==> src/rtl/div_pkg.sv <==
// rtl/div_pkg.sv - shared constants for the Goldschmidt divider datapath
package div_pkg;

    // Datapath word width between divider iteration stages.
    localparam int DATA_W = 16;

    // Number of register stages between N/D refine iterations.
    localparam int STAGES = 3;

endpackage

==> src/rtl/pipe_stage.sv <==
// rtl/pipe_stage.sv - one valid+data register slot of the elastic pipeline
module pipe_stage #(
    parameter int                WIDTH     = 16,
    parameter logic [WIDTH-1:0]  RESET_VAL = '0
) (
    input  logic             i_clk,
    input  logic             i_reset,
    input  logic             i_flush,
    input  logic             i_load,
    input  logic             i_valid,
    input  logic [WIDTH-1:0] i_data,
    output logic             o_valid,
    output logic [WIDTH-1:0] o_data
);

    logic             r_valid;
    logic [WIDTH-1:0] r_data;

    // Valid bit follows the upstream slot on every load; flush drops it.
    always_ff @(posedge i_clk) begin
        if (i_reset) begin
            r_valid <= 1'b0;
        end else if (i_flush) begin
            r_valid <= 1'b0;
        end else if (i_load) begin
            r_valid <= i_valid;
        end
    end

    // Data only moves with a real word, so bubbles leave the register untouched.
    always_ff @(posedge i_clk) begin
        if (i_reset) begin
            r_data <= RESET_VAL;
        end else if (!i_flush && i_load && i_valid) begin
            r_data <= i_data;
        end
    end

    assign o_valid = r_valid;
    assign o_data  = r_data;

endmodule

==> src/rtl/pipe_reg_elastic.sv <==
// rtl/pipe_reg_elastic.sv - DEPTH-stage valid/ready pipeline register with occupancy
module pipe_reg_elastic
    import div_pkg::*;
#(
    parameter int               WIDTH     = DATA_W,
    parameter int               DEPTH     = STAGES,
    parameter logic [WIDTH-1:0] RESET_VAL = '0,
    localparam int              CW        = $clog2(DEPTH + 1)
) (
    input  logic             clk,
    input  logic             reset,
    input  logic             flush,
    input  logic [WIDTH-1:0] in_data,
    input  logic             in_valid,
    output logic             in_ready,
    output logic [WIDTH-1:0] out_data,
    output logic             out_valid,
    input  logic             out_ready,
    output logic [CW-1:0]    occupancy
);

    logic [DEPTH-1:0] w_valid;
    logic [WIDTH-1:0] w_data [DEPTH];
    logic [DEPTH:0]   w_rdy;
    logic             w_tail_full;
    logic             w_in_fire;
    logic             w_out_fire;
    logic [CW-1:0]    r_occ;

    // A stage may load when downstream accepts or some stage at/after it is a
    // bubble; computed as a running AND from the output end so no signal feeds itself.
    always_comb begin
        w_rdy        = '0;
        w_tail_full  = 1'b1;
        w_rdy[DEPTH] = out_ready;
        for (int i = DEPTH - 1; i >= 0; i--) begin
            w_tail_full = w_tail_full & w_valid[i];
            w_rdy[i]    = out_ready | ~w_tail_full;
        end
    end

    for (genvar g = 0; g < DEPTH; g++) begin : g_stage
        logic             w_src_valid;
        logic [WIDTH-1:0] w_src_data;

        if (g == 0) begin : g_first
            assign w_src_valid = in_valid;
            assign w_src_data  = in_data;
        end else begin : g_next
            assign w_src_valid = w_valid[g-1];
            assign w_src_data  = w_data[g-1];
        end

        pipe_stage #(
            .WIDTH     (WIDTH),
            .RESET_VAL (RESET_VAL)
        ) u_stage (
            .i_clk   (clk),
            .i_reset (reset),
            .i_flush (flush),
            .i_load  (w_rdy[g]),
            .i_valid (w_src_valid),
            .i_data  (w_src_data),
            .o_valid (w_valid[g]),
            .o_data  (w_data[g])
        );
    end

    assign in_ready   = w_rdy[0] & ~flush & ~reset;
    assign out_valid  = w_valid[DEPTH-1];
    assign out_data   = w_data[DEPTH-1];
    assign w_in_fire  = in_valid & in_ready;
    assign w_out_fire = out_valid & out_ready;

    // Occupancy tracks accepted minus retired words; flush/reset empty the pipe.
    always_ff @(posedge clk) begin
        if (reset || flush) begin
            r_occ <= '0;
        end else begin
            case ({w_in_fire, w_out_fire})
                2'b10:   r_occ <= r_occ + CW'(1);
                2'b01:   r_occ <= r_occ - CW'(1);
                default: r_occ <= r_occ;
            endcase
        end
    end

    assign occupancy = r_occ;

endmodule

==> config.mk <==
export PLATFORM = sky130hd
export DESIGN_NAME = pipe_reg_elastic
export DESIGN_NICKNAME = d
export VERILOG_FILES = /design/src/rtl/div_pkg.sv /design/src/rtl/pipe_stage.sv /design/src/rtl/pipe_reg_elastic.sv
export SDC_FILE = /design/constraint.sdc
export NUM_CORES = 1
export LEC_CHECK = 0
export ABC_AREA = 0
export CELL_PAD_IN_SITES_DETAIL_PLACEMENT = 1
export CELL_PAD_IN_SITES_GLOBAL_PLACEMENT = 1
export CORE_MARGIN = 5
export CORE_UTILIZATION = 38
export CTS_BUF_LIST = sky130_fd_sc_hd__clkbuf_4 sky130_fd_sc_hd__clkbuf_8
export DETAILED_ROUTE_END_ITERATION = 6
export HOLD_SLACK_MARGIN = 0.02
export PLACE_DENSITY = 0.73
export SKIP_CTS_REPAIR_TIMING = 1
export SLEW_MARGIN = 20
export SYNTH_ARGS = -nofsm -noshare
export SYNTH_HDL_FRONTEND = slang
export SYNTH_SLANG_ARGS = --single-unit
==> constraint.sdc <==
create_clock -name clk -period 3.12 [get_ports clk]
set_clock_uncertainty 0.2 [all_clocks]
set_input_delay 0.936 -clock clk [delete_from_list [all_inputs] [get_ports clk]]
set_output_delay 0.936 -clock clk [all_outputs]
set_load 0.005 [all_outputs]
==> flow_metrics.env <==
export IMPL_max_stage_delay_ns=0.42
export IMPL_gp_congestion=0.757
export IMPL_fin_crit_sh_pct=91.3
export IMPL_grt_first_pass_wirelength_um=8310
export IMPL_cts_htree_levels=2
export IMPL_critPathLaunchType="input port"
export IMPL_wl_per_cell_um=14.9
export IMPL_synth_top_area_share_pct=48.2
export IMPL_synth_flop_cell="dfxtp_1"
export IMPL_synth_edf_count=0
export IMPL_holdPathStages=2
export IMPL_cts_sinks=53
export IMPL_vias=1648
export IMPL_multiInputGateArea_mm2=0.00105
export IMPL_clock_latency_ns=0.30
export IMPL_crit_fanout=9
export IMPL_antenna_found_initial=0
export IMPL_io_pins=41
export IMPL_synthArstFlopShare_pct=0
export IMPL_crit_slowest_cell="clkdlybuf4s50_1"
export IMPL_hold_class="flip-flop to flip-flop"
export IMPL_fillers=635
export IMPL_drt_iter0_markers=105
export IMPL_fmaxAchievable_ghz=0.351
export IMPL_finalHoldViolCount=0
export IMPL_dr_pass1_iters=4
export IMPL_drv_cap=0
export IMPL_drc=0
export IMPL_setup_ws_ns=0.272
export IMPL_synth_top_family_by_area="simple AND/OR/NAND/NOR gates"
export IMPL_syn_num_nets=246
export IMPL_yosys_area_share_simple_pct=20.5
export IMPL_reg2reg_depth=7
export IMPL_synth_area_per_cell_um2=9.84
export IMPL_netlist_instances=224
export IMPL_overflow=0
export IMPL_synth_adder_area_share_pct=0.568
export IMPL_grt_usage_pct=14.1
export IMPL_dp_slack_ns=-0.340
export IMPL_placeableCoreArea_mm2=0.00557
export IMPL_ys_ff_latch=53
export IMPL_dp_hpwl_um=3450
export IMPL_nNetsFinal=284
export IMPL_slew_violations=0
export IMPL_synthMuxAreaShare_pct=14.5
export IMPL_setup_viol=0
export IMPL_cp_top_family="simple AND/OR/NAND/NOR gates"
export IMPL_synthXorXnorAreaFrac_pct=0.795
export IMPL_status="finished, final reports clean"
export IMPL_grt_max_degree=70
export IMPL_p_leak_uw=0.000991
export IMPL_utilization_pct=50.2
export IMPL_p_total_uw=1280
export IMPL_slew_headroom_pct=63.4
export IMPL_synthesis_area_mm2=0.00220
export IMPL_cts_buffers=5
export IMPL_cp_arrival_ns=2.89
export IMPL_grt_pass1_vias=1682
export IMPL_port_buffers=40
export IMPL_path_depth=7
export IMPL_synth_compound_area_share_pct=11.0
export IMPL_cts_max_path_buffers=2
export IMPL_finalCriticalPeriod_ns=2.85
export IMPL_cts_tree="done"
export IMPL_wirelength_um=5000
export IMPL_regArea_mm2=0.00106
export IMPL_setup_tns_ns=0
export IMPL_required_ns=3.16
export IMPL_die_x_um=86.1
export IMPL_yosysMostFrequentCell="dfxtp_1"
export IMPL_antenna_cells=0
export IMPL_path_clk_slew_ns=0.10
export IMPL_rsz0062_at_grt="false"
export IMPL_layout_drive_gt1_share_pct=7.98
export IMPL_area_delta_synth_final_pct=26.9
export IMPL_path_cells="clkdlybuf4s50_1 -> buf_4 -> a311oi_4 -> or2b_1 -> ha_1 -> or3_1 -> a21boi_0"
export IMPL_seq_area_frac_synth_pct=48.2
export IMPL_synth_area_top_cells="dfxtp_1, mux2i_1, nand2b_1"
export IMPL_cp_num_buf_inv=2
export IMPL_initial_core_util_pct=39.5
export IMPL_root_buffer="clkbuf_8"
export IMPL_rows=27
export IMPL_yosysTopAreaCell="dfxtp_1"
export IMPL_viasPerCell=4.92
export IMPL_yosysWarnings=0
export IMPL_fp_dieH_um=86.1
export IMPL_end_kind="flip-flop"
export IMPL_ant_nets=0
export IMPL_dieArea_mm2=0.00742
export IMPL_synth_distinct_cells=28
export IMPL_crit_type="input port to flip-flop"
export IMPL_power_density_mw_per_mm2=456
export IMPL_synth_common_cells="dfxtp_1, nand2b_1, mux2i_1"
export IMPL_tightest_slew_ns=0.549
export IMPL_whs_ns=0.277
export IMPL_ir_drop_uv=227
## placed cells by master (no fill, tap or decap)
cell and n:
nor2_1 1, nand3_1 16, buf_2 1, dfxtp_1 53
a311oi_4 1, a21boi_0 1, clkbuf_8 6, nor3_1 3
or2b_1 1, a311oi_1 1, o21ai_0 17, inv_1 2
nor2b_4 1, dlymetal6s2s_1 2, nor2b_1 1, mux2i_1 32
o21a_1 1, or3_1 1, xnor2_1 1, xor2_1 1
clkdlybuf4s50_1 37, bufinv_16 1, ha_1 1, nand2b_1 50
a211oi_2 1, clkinvlp_4 1, buf_4 9, a211o_1 1
a21oi_1 17, and2_1 1, a31oi_1 1
## routing by layer
| layer | vias to the layer above | track usage [%] | share of wire, % |
|---|---|---|---|
| li1 | 834 | - | - |
| met1 | 776 | 18.7 | 49 |
| met2 | 32 | 22.4 | 46 |
| met3 | 6 | 3.46 | 4.2 |
| met4 | 0 | 4.75 | 1.2 |
| met5 | - | 0 | 0 |
## sequential cells by signal, indices dropped and copies added, names as in the netlist
register,cells
g_stage.u_stage.o_data,48
g_stage.u_stage.o_valid,3
occupancy,2
## worst reg2reg max path, stage by stage, from the launching register on
cell and delay, ns:
dfxtp_1 0.34, nor2b_4 0.13, buf_4 0.20, a311oi_4 0.31, or2b_1 0.25, ha_1 0.29, or3_1 0.37, a21boi_0 0.16
## logic make-up (layout without fill, tap and decap cells)
logic type / after synthesis / in the layout
AOI/OAI and AO/OA: 41 / 41
xor gates and xnor gates: 2 / 2
adders and majority gates: 1 / 1
buffers and inverters: 20 / 59
DFF: 53 / 53
muxes: 32 / 32
and+or+nand+nor: 75 / 75
## cell type report
type / instances / area share (%)
Clock buffer: 6 / 2.95
Clock inverter: 2 / 1.34
Inverter: 2 / 0.268
Multi-Input combinational cell: 151 / 37.5
Sequential cell: 53 / 37.9
Tap cell: 72 / 3.22
Timing Repair Buffer: 49 / 16.7
## final timing paths
check                                start                       endpoint  slack (ns)
max                                  flush                   occupancy[1]        0.27
min          g_stage[1].u_stage.o_data[12]  g_stage[2].u_stage.o_data[12]        0.28
min reg2reg  g_stage[1].u_stage.o_data[12]  g_stage[2].u_stage.o_data[12]        0.28
max reg2reg     g_stage[2].u_stage.o_valid                   occupancy[1]        0.80
## report_power, final
part | switching, uW | internal, uW | leakage, uW | total, uW
registers | 5.61 | 689 | 0.000429 | 695
logic | 40.5 | 54.0 | 0.000504 | 94.5
clock network | 226 | 261 | 0.0000574 | 487
total | 272 | 1000 | 0.000991 | 1280
## per-stage QoR
step                      std cells  area (um^2)
after floorplan                 224         2200
after global placement          327         2670
after detailed placement        327         2670
after CTS                       335         2790
after global routing            335         2800
final                           335         2800
Note: power is estimated with default switching activity, not from simulation.
